### config.mk
export PLATFORM = sky130hd
export DESIGN_NAME = turing_machine_flat
export DESIGN_NICKNAME = d
export VERILOG_FILES = /design/src/rtl/tm_pkg.sv /design/src/rtl/tm_if.sv /design/src/rtl/tm_display_window.sv /design/src/rtl/turing_machine.sv /design/src/flat_wrapper.sv
export SDC_FILE = /design/constraint.sdc
export NUM_CORES = 1
export LEC_CHECK = 0
export CAP_MARGIN = 25
export CELL_PAD_IN_SITES_DETAIL_PLACEMENT = 1
export CELL_PAD_IN_SITES_GLOBAL_PLACEMENT = 1
export CORE_ASPECT_RATIO = 1.2
export CORE_UTILIZATION = 50
export CTS_BUF_LIST = sky130_fd_sc_hd__clkbuf_16
export DETAILED_ROUTE_END_ITERATION = 6
export PLACE_DENSITY_LB_ADDON = 0.1
export SLEW_MARGIN = 10
export SYNTH_ARGS = -nofsm -noshare
export SYNTH_HDL_FRONTEND = slang
export SYNTH_SLANG_ARGS = --single-unit
### constraint.sdc
create_clock -name clock -period 14.88 [get_ports clock]
set_input_delay 2.976 -clock clock [delete_from_list [all_inputs] [get_ports clock]]
set_output_delay 2.976 -clock clock [all_outputs]
set_load 0.1 [all_outputs]
### src/rtl/tm_pkg.sv
// Shared types and constants for the programmable 2-symbol Turing machine.
package tm_pkg;

    localparam int unsigned DISP_W    = 11;
    localparam int unsigned MOVE_R    = 0;
    localparam int unsigned MOVE_L    = 1;
    localparam int unsigned MOVE_HALT = 2;

    typedef enum logic [3:0] {
        LOAD_TABLE,
        LOAD_HEAD,
        LOAD_TAPE,
        INIT_READ,
        WAIT,
        WRITE,
        MOVE,
        READ,
        HALT
    } tm_state_t;

    typedef enum logic [2:0] {
        DISP_HOLD,
        DISP_SET_LSB,
        DISP_LOAD_BIT,
        DISP_SHL,
        DISP_SHR
    } disp_op_t;

    // Table word holding the write bit for machine state s (1-based) reading symbol b.
    function automatic int unsigned table_base(int unsigned s, logic b);
        return 32'd1 + 32'd3 * (32'd2 * (s - 32'd1) + 32'(b));
    endfunction

endpackage

### src/rtl/tm_if.sv
// User-facing signal bundle of the Turing machine: load/step controls, display and debug taps.
interface tm_if
    import tm_pkg::*;
#(
    parameter int unsigned WIDTH = 6
);
    logic [WIDTH-1:0]  input_data;
    logic              Next;
    logic              Done;
    logic [DISP_W-1:0] display_out;
    logic              Compute_done;
    logic [3:0]        currState;
    logic              display_in;
    logic              tape_reg_out;
    logic              data_reg_out;
    logic [WIDTH-1:0]  next_state_out;
    logic [WIDTH-1:0]  tape_addr_out;

    modport master (
        output input_data, Next, Done,
        input  display_out, Compute_done, currState, display_in,
               tape_reg_out, data_reg_out, next_state_out, tape_addr_out
    );

    modport slave (
        input  input_data, Next, Done,
        output display_out, Compute_done, currState, display_in,
               tape_reg_out, data_reg_out, next_state_out, tape_addr_out
    );
endinterface

### src/rtl/tm_display_window.sv
// Tape window shift register; bit 0 mirrors the cell under the head.
module tm_display_window
    import tm_pkg::*;
(
    input  logic              clock,
    input  logic              reset,
    input  disp_op_t          op,
    input  logic              bit_in,
    output logic [DISP_W-1:0] window
);
    always_ff @(posedge clock) begin
        if (reset) begin
            window <= '0;
        end else begin
            case (op)
                DISP_SET_LSB:  window[0] <= bit_in;
                DISP_LOAD_BIT: window    <= {{(DISP_W-1){1'b0}}, bit_in};
                DISP_SHL:      window    <= {window[DISP_W-2:0], 1'b0};
                DISP_SHR:      window    <= {1'b0, window[DISP_W-1:1]};
                default:       ;
            endcase
        end
    end
endmodule

### src/rtl/turing_machine.sv
// Button-driven 2-symbol Turing machine: load table, head and tape, then one step per Next press.
module turing_machine
    import tm_pkg::*;
#(
    parameter int unsigned WIDTH = 6,
    parameter int unsigned DEPTH = 64
) (
    input  logic clock,
    input  logic reset,
    tm_if.slave  bus
);
    localparam logic [WIDTH-1:0] MV_R    = WIDTH'(MOVE_R);
    localparam logic [WIDTH-1:0] MV_L    = WIDTH'(MOVE_L);
    localparam logic [WIDTH-1:0] MV_HALT = WIDTH'(MOVE_HALT);
    localparam logic [WIDTH-1:0] LAST    = WIDTH'(DEPTH - 1);

    tm_state_t         state, state_nxt;
    logic              next_q, done_q, next_act, done_edge;
    logic [WIDTH-1:0]  tbl_mem [DEPTH];
    logic [WIDTH-1:0]  tbl_ptr, tape_ptr, head, mstate, move_reg, next_reg;
    logic [DEPTH-1:0]  tape;
    logic              write_bit, data_bit, head_bit;
    int unsigned       tbl_base;
    logic [WIDTH-1:0]  idx_write, idx_move, idx_next;
    logic              tbl_we, tape_ld, head_ld, step_latch, tape_wr;
    logic              head_r, head_l, mstate_init, mstate_ld;
    disp_op_t          disp_op;
    logic              disp_bit;
    logic [DISP_W-1:0] display;

    function automatic logic [WIDTH-1:0] inc_wrap(logic [WIDTH-1:0] p);
        return (p == LAST) ? '0 : p + WIDTH'(1);
    endfunction

    function automatic logic [WIDTH-1:0] dec_wrap(logic [WIDTH-1:0] p);
        return (p == '0) ? LAST : p - WIDTH'(1);
    endfunction

    // Done has priority: a coincident Next edge is dropped rather than acted on.
    assign done_edge = bus.Done & ~done_q;
    assign next_act  = bus.Next & ~next_q & ~done_edge;
    assign head_bit  = tape[head];

    always_comb begin
        tbl_base  = table_base(32'(mstate), head_bit);
        idx_write = WIDTH'(tbl_base % DEPTH);
        idx_move  = WIDTH'((tbl_base + 32'd1) % DEPTH);
        idx_next  = WIDTH'((tbl_base + 32'd2) % DEPTH);
    end

    always_ff @(posedge clock) begin
        if (reset) state <= LOAD_TABLE;
        else       state <= state_nxt;
    end

    always_comb begin
        state_nxt   = state;
        tbl_we      = 1'b0;
        tape_ld     = 1'b0;
        head_ld     = 1'b0;
        step_latch  = 1'b0;
        tape_wr     = 1'b0;
        head_r      = 1'b0;
        head_l      = 1'b0;
        mstate_init = 1'b0;
        mstate_ld   = 1'b0;
        disp_op     = DISP_HOLD;
        disp_bit    = 1'b0;
        case (state)
            LOAD_TABLE: begin
                if (done_edge)     state_nxt = LOAD_HEAD;
                else if (next_act) tbl_we    = 1'b1;
            end
            LOAD_HEAD: begin
                if (next_act) begin
                    head_ld   = 1'b1;
                    state_nxt = LOAD_TAPE;
                end
            end
            LOAD_TAPE: begin
                if (done_edge)     state_nxt = INIT_READ;
                else if (next_act) tape_ld   = 1'b1;
            end
            INIT_READ: begin
                disp_op     = DISP_LOAD_BIT;
                disp_bit    = head_bit;
                mstate_init = 1'b1;
                state_nxt   = WAIT;
            end
            WAIT: begin
                if (next_act) begin
                    step_latch = 1'b1;
                    state_nxt  = WRITE;
                end
            end
            WRITE: begin
                tape_wr   = 1'b1;
                disp_op   = DISP_SET_LSB;
                disp_bit  = write_bit;
                state_nxt = MOVE;
            end
            MOVE: begin
                mstate_ld = 1'b1;
                state_nxt = READ;
                if (move_reg >= MV_HALT) begin
                    state_nxt = HALT;
                end else if (move_reg == MV_L) begin
                    head_l  = 1'b1;
                    disp_op = DISP_SHR;
                end else if (move_reg == MV_R) begin
                    head_r  = 1'b1;
                    disp_op = DISP_SHL;
                end
            end
            READ: begin
                disp_op   = DISP_SET_LSB;
                disp_bit  = head_bit;
                state_nxt = WAIT;
            end
            HALT:    state_nxt = HALT;
            default: state_nxt = LOAD_TABLE;
        endcase
    end

    always_ff @(posedge clock) begin
        if (reset) begin
            next_q    <= 1'b0;
            done_q    <= 1'b0;
            tbl_ptr   <= '0;
            tape_ptr  <= '0;
            tape      <= '0;
            head      <= '0;
            mstate    <= WIDTH'(1);
            move_reg  <= '0;
            next_reg  <= '0;
            write_bit <= 1'b0;
            data_bit  <= 1'b0;
        end else begin
            next_q <= bus.Next;
            done_q <= bus.Done;
            if (tbl_we) tbl_ptr <= inc_wrap(tbl_ptr);
            if (head_ld) begin
                head     <= bus.input_data;
                tape_ptr <= bus.input_data;
            end
            if (tape_ld) begin
                tape[tape_ptr] <= bus.input_data[0];
                tape_ptr       <= inc_wrap(tape_ptr);
            end
            // The whole transition is captured at the Next sample so later phases never re-index the table.
            if (step_latch) begin
                data_bit  <= head_bit;
                write_bit <= tbl_mem[idx_write][0];
                move_reg  <= tbl_mem[idx_move];
                next_reg  <= tbl_mem[idx_next];
            end
            if (tape_wr)     tape[head] <= write_bit;
            if (head_r)      head       <= inc_wrap(head);
            if (head_l)      head       <= dec_wrap(head);
            if (mstate_init) mstate     <= WIDTH'(1);
            if (mstate_ld)   mstate     <= next_reg;
        end
    end

    always_ff @(posedge clock) begin
        if (tbl_we) tbl_mem[tbl_ptr] <= bus.input_data;
    end

    tm_display_window u_window (
        .clock  (clock),
        .reset  (reset),
        .op     (disp_op),
        .bit_in (disp_bit),
        .window (display)
    );

    assign bus.display_out    = display;
    assign bus.Compute_done   = (state == HALT);
    assign bus.currState      = state;
    assign bus.display_in     = head_bit;
    assign bus.tape_reg_out   = write_bit;
    assign bus.data_reg_out   = data_bit;
    assign bus.next_state_out = mstate;
    assign bus.tape_addr_out  = head;
endmodule

### src/flat_wrapper.sv
// flat-port wrapper written by rule: the top's interface ports become plain ports
module turing_machine_flat import tm_pkg::*;
#(
    parameter int unsigned WIDTH = 6,
    parameter int unsigned DEPTH = 64
)
  (clock, reset, bus_input_data, bus_Next, bus_Done, bus_display_out, bus_Compute_done, bus_currState, bus_display_in, bus_tape_reg_out, bus_data_reg_out, bus_next_state_out, bus_tape_addr_out);
  tm_if #(.WIDTH(WIDTH)) bus_i ();
  input  logic clock;
  input  logic reset;
  input wire logic [$bits(bus_i.input_data)-1:0] bus_input_data;
  input wire logic [$bits(bus_i.Next)-1:0] bus_Next;
  input wire logic [$bits(bus_i.Done)-1:0] bus_Done;
  output wire logic [$bits(bus_i.display_out)-1:0] bus_display_out;
  output wire logic [$bits(bus_i.Compute_done)-1:0] bus_Compute_done;
  output wire logic [$bits(bus_i.currState)-1:0] bus_currState;
  output wire logic [$bits(bus_i.display_in)-1:0] bus_display_in;
  output wire logic [$bits(bus_i.tape_reg_out)-1:0] bus_tape_reg_out;
  output wire logic [$bits(bus_i.data_reg_out)-1:0] bus_data_reg_out;
  output wire logic [$bits(bus_i.next_state_out)-1:0] bus_next_state_out;
  output wire logic [$bits(bus_i.tape_addr_out)-1:0] bus_tape_addr_out;
  assign bus_i.input_data = bus_input_data;
  assign bus_i.Next = bus_Next;
  assign bus_i.Done = bus_Done;
  assign bus_display_out = bus_i.display_out;
  assign bus_Compute_done = bus_i.Compute_done;
  assign bus_currState = bus_i.currState;
  assign bus_display_in = bus_i.display_in;
  assign bus_tape_reg_out = bus_i.tape_reg_out;
  assign bus_data_reg_out = bus_i.data_reg_out;
  assign bus_next_state_out = bus_i.next_state_out;
  assign bus_tape_addr_out = bus_i.tape_addr_out;
  turing_machine #(.WIDTH(WIDTH), .DEPTH(DEPTH)) u_core (.clock(clock), .reset(reset), .bus(bus_i));
endmodule
**Yosys cells after proc, flatten, opt, wreduce, memory -nomap -nowiden**

Memory sizes are Yosys's and may differ from the RTL's. A register that Yosys moved wholly into a read port is not among the register bits.
Index checks and enable logic that the tools add are counted.

- Bits in registers: 106
- Memory bits (writable): 384
- Input bits: 10
- Output and inout port bits: 31
- Logic and storage cells: 119
- Memories kept: 1

- Add/subtract/negate cells: 9
- Multipliers: 1
- $lt $le $gt $ge: 5
- Equal/unequal tests: 20
- Mux-type cells: 52
- Bitwise gates (word level): 6
- Reductions and logical operators: 14

Memories:

| name | words | width | read ports | clocked after memory_dff | write ports | line | RTL |
|---|---|---|---|---|---|---|---|
| u_core.tbl_mem | 64 | 6 | 3 | 3 | 1 | turing_machine.sv:19 | `logic [WIDTH-1:0] tbl_mem [DEPTH];` |

Operator list:

| kind | number |
|---|---|
| $mux 64 | 3 |
| $bwmux 64 | 2 |
| $mux 6 | 10 |
| $add 32x1->32 | 1 |
| $mul 2x32->6 const A | 1 |
| $pmux 4 s8 | 1 |
| $pmux 10 s3 | 1 |
| $add 6x1->6 const B | 4 |
| $mux 1 | 21 |
| $mux 4 | 5 |
| $eq 6x6->1 const B | 3 |
| $eq 4x3->1 const B | 4 |
| $lt 6x7->1 const B | 2 |
| $demux 1 s6 | 2 |
| $ge 6x1->1 const B | 2 |
| $logic_not 6->1 | 2 |
| $pmux 3 s3 | 1 |
| $reduce_bool 3->1 | 3 |
| $eq 4x2->1 const B | 2 |
| $ne 2x1->1 const B | 4 |
| $sub 6x1->7 const B | 1 |
| $add 1x6->6 const A | 1 |
| $add 6x2->6 const B | 1 |
| $bmux 1 s6 | 1 |
| other kinds (19) | 29 |

**Logic depth before layout (Yosys ltp)**

Gate-level depths: netlist of run 1.

- Depth in word-level cells: 11
- Depth in mapped cells: 29
- Depth with buffers taken out: 18

**By module**

From an unflattened synthesis of run 1, not the netlist that was laid out.

- Cell total of the unflattened synthesis: 2,114
- Area total of the unflattened synthesis: 26,177.6 µm²

Modules (own cells, without submodules):

| module | instances | cells an instance | area an instance (µm²) | seq. area each (µm²) |
|---|---|---|---|---|
| turing_machine | 1 | 2,043 | 25,523.2 | 13,693.1 |
| tm_display_window | 1 | 71 | 654.4 | 220.2 |

**Worst setup path before layout of run 1**

Ideal clock, no wire load.

- Path type: reg-to-output
- Start point: reg u_core.state[3] (netlist: u_core.bus.currState[3])
- End point: out bus_Compute_done
- Data arrival time: 4.424 ns
- Required time: 11.904 ns
- Setup slack: 7.480 ns
- Stages on the path, launching flop included: 3
- Path buffers: 1
- Cells stage by stage: dfxtp_1 clkbuf_1 nor4b_1

- Cells in the longest elaborated chain, start to end: 1

RTL lines:

| what | line | RTL |
|---|---|---|
| start, declared | turing_machine.sv:17 | `tm_state_t state, state_nxt;` |
| start signal, assigned | turing_machine.sv:53 | `else state <= state_nxt;` |
| $eq 4x4->1 | turing_machine.sv:178 | `assign bus.Compute_done = (state == HALT);` |
| end, declared | flat_wrapper.sv:15 | `output wire logic [$bits(bus_i.Compute_done)-1:0] bus_Compute_done;` |

Every way passes these cells.

**Worst setup path in the final report of run 1**

- Start point: reg u_core.head[2] (netlist: u_core.bus.tape_addr_out[2])
- End point: out bus_display_in

- Cells in the longest elaborated chain, start to end: 2

RTL lines:

| what | line | RTL |
|---|---|---|
| start, declared | turing_machine.sv:20 | `logic [WIDTH-1:0] tbl_ptr, tape_ptr, head, mstate, move_reg, next_reg;` |
| start signal, assigned | turing_machine.sv:143 | `head <= bus.input_data;` |
| start signal, assigned | turing_machine.sv:158 | `if (head_r) head <= inc_wrap(head);` |
| start signal, assigned | turing_machine.sv:159 | `if (head_l) head <= dec_wrap(head);` |
| $bmux 1 s6 | turing_machine.sv:42 | `assign head_bit = tape[head];` |
| $mux 1 (implied by the code) | turing_machine.sv:42 |  |
| end, declared | flat_wrapper.sv:17 | `output wire logic [$bits(bus_i.display_in)-1:0] bus_display_in;` |

Every way passes these cells. The select of a mux whose other input is x is not followed.

==> results.cfg, run 1 <==
[routing]
final_antenna_net_count = 0
drc = 0
dr.pass1.iters = 7
drt-initial-drc-count = 1897
vias = 20650
wire_per_inst_um = 30.01
drt-total-wl_mm = 92.76
vias_per_cell = 6.681

[finish]
drive_gt1_share_pct = 11.49
reg.largest.list = u_core.tbl_mem (384), u_core.tape (64), u_core.u_window.window (11)
fill_cells = 5421
largest_register = u_core.tbl_mem
fin_nets = 2370
antenna_cells = 0
syn_to_final_growth_pct = 10.34
largest_reg_flops = 384

[floorplan]
ios = 41
coreArea_um2 = 51690
dieArea_um2 = 53460
start_util_pct = 50.82
fp.dieW_um = 211.2
rows = 91
die_h_um = 253.1

[yosys]
avgSynthCellArea_um2 = 10.96
ys_top_cells_by_count = nand2_1, edfxtp_1, nor2_1
synth_area_leaders = edfxtp_1, mux4_2, dfxtp_1
synth_area_leader_cell = edfxtp_1
synth-edff-count = 384
synth_top_family_by_area = simple AND/OR/NAND/NOR gates
synth_xor_xnor_area_share_pct = 0.9812
synth_compound_area_share_pct = 9.197
synth.distinct_cells = 82
synthAdderAreaFrac_pct = 0.5716
yosys_warnings = 0
ys_async_sr_fraction_pct = 0
synth-simple-area-share_pct = 17.59
muxShareOfSynthArea_pct = 15.41
synth-main-ff-cell = edfxtp_1
netlist_area_um2 = 26270
synth_top_area_share_pct = 43.90
yosysMostFrequentCell = nand2_1
netlist_instances = 2397
synth_nets = 2419
yosysSeqAreaShare_pct = 52.96
synth_seq_cells = 503

[clocking]
cts_hold_buf = 0
clkSinkCount = 503
clock_latency_ps = 630
cts_tree = built
cts_setup_buffers = 0
clockBufferDepth = 3
h-tree-depth = 2
cts_resized = 0
cts-root-buf = clkbuf_16
cts.clk_slew.worst_paths_ps = 60
numCtsBuffers = 54

[timing]
rsz0062_at_grt = no
fin_crit_ps = 7850
setup_violations = 0
min_period_over_period_pct = 52.76
finalMaxSlewViolations = 0
holdWs_ps = 498.3
fin_setup_tns_ps = 0
fmax_ghz = 0.1274
relSlewSlack_pct = 27.11
tightest_slew_ps = 1089
finalHoldViolCount = 0
skew_ps = 26.00

[grt]
grt_max_degree = 159
grt.total_usage_pct = 35.01
grt_pass1_vias = 21080
overflow = 0
grt_pass1_wl_mm = 137.3
grt_antenna_before_repair = 4

[job]
maxCapViolCount = 0

[setup_path]
cp_data_arrival_time_ps = 4870
crit_type = register to primary output
critPathCaptureType = primary output
required_ps = 11900
startpoint_type = register
path_max_fanout = 158

[placement]
detailed_place_hpwl_mm = 62.18
portBuffers = 40
routabilityCongestion = 0.9642

[power]
power.density_nw_per_um2 = 105.8
ir_worst_vdd_v = 0.0001046
p_leak_nw = 9.787

[outcome]
status = complete, no violations

[hold_path]
hold_class = register to register
[power by group]
group          internal (mW)  leakage, nW  switching (mW)
Sequential              1.51         4.41         0.00753
Clock                  0.833        0.946           0.605
Combinational         0.0263         4.43          0.0808
[metrics by stage]
stage | total power, mW | util, % | cells | area (um2) | setup WS [ps]
after floorplan | 1.606 | - | 2397 | 26270 | 7480
final | 3.065 | 56.07 | 3091 | 28990 | 7030
after CTS | 3.075 | 56.03 | 3088 | 28960 | 7019
after global placement | 1.652 | 52.34 | 2983 | 27060 | 7653
after global routing | 3.118 | 56.07 | 3091 | 28990 | 6835
after detailed placement | 1.655 | 52.42 | 2986 | 27100 | 7350
[worst paths after layout]
| kind | startpoint | to | slack [ps] | cells past startpoint |
|---|---|---|---|---|
| min reg2reg | u_core.tape[8] | u_core.tape[8] | 500 | 2 |
| max reg2reg | u_core.bus.tape_addr_out[2] | u_core.next_reg[2] | 7420 | 19 |
| max | u_core.bus.tape_addr_out[2] | bus_display_in | 7030 | 9 |
| min | u_core.tape[8] | u_core.tape[8] | 500 | 2 |
[cells by family (layout without fill, tap and decap cells)]
logic type,Yosys count,in the layout
AND/OR/NAND/NOR,1056,1056
flip-flops,503,503
AO/OA/AOI/OAI,331,331
multiplexers,267,267
buffers and inverters,201,198
XOR/XNOR,27,27
adder cells (fa/ha/maj),12,12
[worst max-delay path, cell delays in order (launching register included)]
cell and delay (ps):
dfxtp_2 380, buf_4 420, mux2i_1 250, o22ai_1 110, o31a_1 270, or3_4 420, nor3_4 230, buf_12 620
inv_8 310, clkdlybuf4s50_1 1080
[layer usage]
metal	global-route usage, %	share of wire (%)
met5	0	0.061
met4	20.21	6.4
met3	5.730	6.6
met2	59.88	50
met1	41.71	37
[placed cells by master (no fill, tap or decap), types with 11 or more instances in the layout]
| cell type | Yosys | routed |
|---|---|---|
| clkbuf_16 | 0 | 55 |
| edfxtp_1 | 384 | 384 |
| nand4_1 | 59 | 59 |
| clkinv_2 | 0 | 12 |
| xnor2_1 | 16 | 14 |
| inv_1 | 14 | 22 |
| a221oi_1 | 22 | 22 |
| nor2b_1 | 20 | 20 |
| clkdlybuf4s50_1 | 0 | 33 |
| buf_4 | 8 | 35 |
| ha_1 | 12 | 12 |
| mux4_2 | 107 | 107 |
| nand3_1 | 160 | 160 |
| o21ai_0 | 63 | 63 |
| mux2i_1 | 155 | 155 |
| nor3_1 | 22 | 19 |
| a311oi_1 | 55 | 55 |
| a22oi_1 | 11 | 11 |
| a32o_1 | 24 | 24 |
| nand2_1 | 489 | 489 |
| dfxtp_1 | 119 | 117 |
| nor2_1 | 238 | 234 |
| and3_1 | 17 | 17 |
| a211oi_1 | 32 | 32 |
| a21oi_1 | 48 | 48 |
[area by class of cell]
type                       instances  area [um2]  area share, %
sequential                       503       13920          48.01
multi-input combinational       1693       11570          39.90
clock buffer                      55        1376          4.748
tap                              697       872.1          3.009
timing repair buffer              78       685.7          2.366
clock inverter                    47       489.2          1.688
inverter                          18       80.08         0.2763
(Power assumes the default switching activity.)
==> run 2: changes to the inputs <==
==> constraint.sdc (replaced) <==
create_clock -name clock -period 8.05 [get_ports clock]
set_input_delay 1.61 -clock clock [delete_from_list [all_inputs] [get_ports clock]]
set_output_delay 1.61 -clock clock [all_outputs]
set_load 0.1 [all_outputs]
==> run 2 against run 1 <==
Effect of this change:
- utilization grew 0.20 points
- first-iteration DRC count rose by 3.2%
- global-route usage increased by 0.056 points
- critical path depth grew 9
- critical path type is now register to register
- final area increased by 0.36%
==> results.cfg, run 2 (same netlist as run 1, synthesis figures left out) <==
[floorplan]
start_util_pct = 50.82
rows = 91
ios = 41
coreArea_um2 = 51690
fp.dieW_um = 211.2
die_h_um = 253.1
dieArea_um2 = 53460

[hold_path]
hold_class = register to register

[power]
power.density_nw_per_um2 = 192.4
p_leak_nw = 9.817
ir_worst_vdd_v = 0.0002029

[setup_path]
cp_data_arrival_time_ps = 6840
rrSetupSlack_ps = 1680
path_max_fanout = 34
critPathCaptureType = register
crit_type = register to register
timing.rr.end = u_core.move_reg[1]
rr_worst_depth = 18
required_ps = 8520
startpoint = u_core.bus.tape_addr_out[2]
r2r_start = u_core.bus.tape_addr_out[2]
cp-endpoint = u_core.move_reg[1]
startpoint_type = register

[clocking]
clock_latency_ps = 630
cts_tree = built
cts.clk_slew.worst_paths_ps = 70
clkSinkCount = 503
cts_hold_buf = 0
numCtsBuffers = 52
h-tree-depth = 2
cts-root-buf = clkbuf_16
clockBufferDepth = 3
cts_setup_buffers = 0
cts_resized = 0

[timing]
tightest_slew_ps = 1238
skew_ps = 30.94
relSlewSlack_pct = 17.15
fin_crit_ps = 6367
fmax_ghz = 0.1571
fin_setup_tns_ps = 0
finalMaxSlewViolations = 0
finalHoldViolCount = 0
min_period_over_period_pct = 79.09
rsz0062_at_grt = no
setup_violations = 0

[finish]
fill_cells = 5453
drive_gt1_share_pct = 11.93
reg.largest.list = u_core.tbl_mem (384), u_core.tape (64), u_core.u_window.window (11)
final_cells = 3102
largest_reg_flops = 384
final_util_pct = 56.28
final_common_cell = nand2_1
antenna_cells = 0
layout.cells.most_common_list = nand2_1, edfxtp_1, nor2_1
syn_to_final_growth_pct = 10.74
fin_nets = 2385
largest_register = u_core.tbl_mem

[routing]
drc = 0
final_antenna_net_count = 0
drt-total-wl_mm = 92.79
drt-initial-drc-count = 1957
vias_per_cell = 6.696
vias = 20770
dr.pass1.iters = 5
wire_per_inst_um = 29.91

[placement]
routabilityCongestion = 0.9622
portBuffers = 40
detailed_place_hpwl_mm = 62.88
dpl.cell_count = 3002

[grt]
grt_pass1_wl_mm = 137.9
grt_antenna_before_repair = 2
overflow = 0
grt.total_usage_pct = 35.07
grt_pass1_vias = 21210
grt_max_degree = 150

[job]
maxCapViolCount = 0

[outcome]
status = complete, no violations
run 2: cell count changes in the layout (fill, tap and decap cells not counted), sizes merged:
cell | before | now
clkinv | 22 | 25
inv | 30 | 20
clkbuf | 55 | 52
clkinvlp | 4 | 7
buf | 45 | 62
bufinv | 9 | 10
run 2: where the power goes:
group / internal, mW / switching [mW] / leakage, nW
Clock: 1.50 / 1.09 / 0.874
Sequential: 2.80 / 0.0133 / 4.41
Combinational: 0.0499 / 0.149 / 4.53
Total: 4.35 / 1.25 / 9.82
run 2: layout make-up:
type	count	area, um2	share of cell area, %
flip-flops and latches	503	13920	47.84
multi-input cells	1693	11570	39.76
clock buffers	52	1301	4.473
well taps	697	872.1	2.998
repair buffers	95	857.1	2.946
clock inverters	44	498.0	1.712
inverters	18	80.08	0.2753
run 2: through the flow:
step                      power, mW  area (um2)  hold WS, ps  setup slack [ps]
after floorplan               2.968       26270        453.8              1276
after global placement        3.053       27150        487.3              1911
after detailed placement      3.059       27240        497.4              1832
after CTS                     5.619       29040        513.8              1752
after global routing          5.716       29090        534.0              1477
final                         5.597       29090        512.7              1684
run 2: worst min path at each step:
stage          cells past startpoint                 end          startpoint  slack (ps)
2_1_floorplan                      2  u_core.next_reg[5]  u_core.next_reg[5]         450
4_1_cts                            2     u_core.tape[16]     u_core.tape[16]         510
5_1_grt                            2     u_core.tape[11]     u_core.tape[11]         530
6_report                           2     u_core.tape[16]     u_core.tape[16]         510
3_5_place_dp                       2     u_core.tape[10]     u_core.tape[10]         500
3_3_place_gp                       2     u_core.tape[16]     u_core.tape[16]         490
run 2: worst max-delay path, cell delays in order, from the launching register on:
cell,delay (ps)
dfxtp_2,740
buf_4,350
mux2_2,360
a21oi_1,150
o221ai_1,200
a21o_1,310
nor3_4,380
inv_8,170
ha_1,250
nor2_1,250
xnor2_2,170
buf_4,450
xor2_1,250
nor2_4,770
buf_4,520
nand3_1,170
nand4_1,180
mux4_2,370
a211oi_1,100
run 2: routing by layer:
layer / share of wire (%) / global-route usage (%) / vias up
met3: 6.6 / 5.544 / 332
li1: - / - / 8930
met5: 0.037 / 0 / -
met1: 38 / 42.48 / 10540
met4: 6.8 / 21.10 / 4
met2: 49 / 58.93 / 968
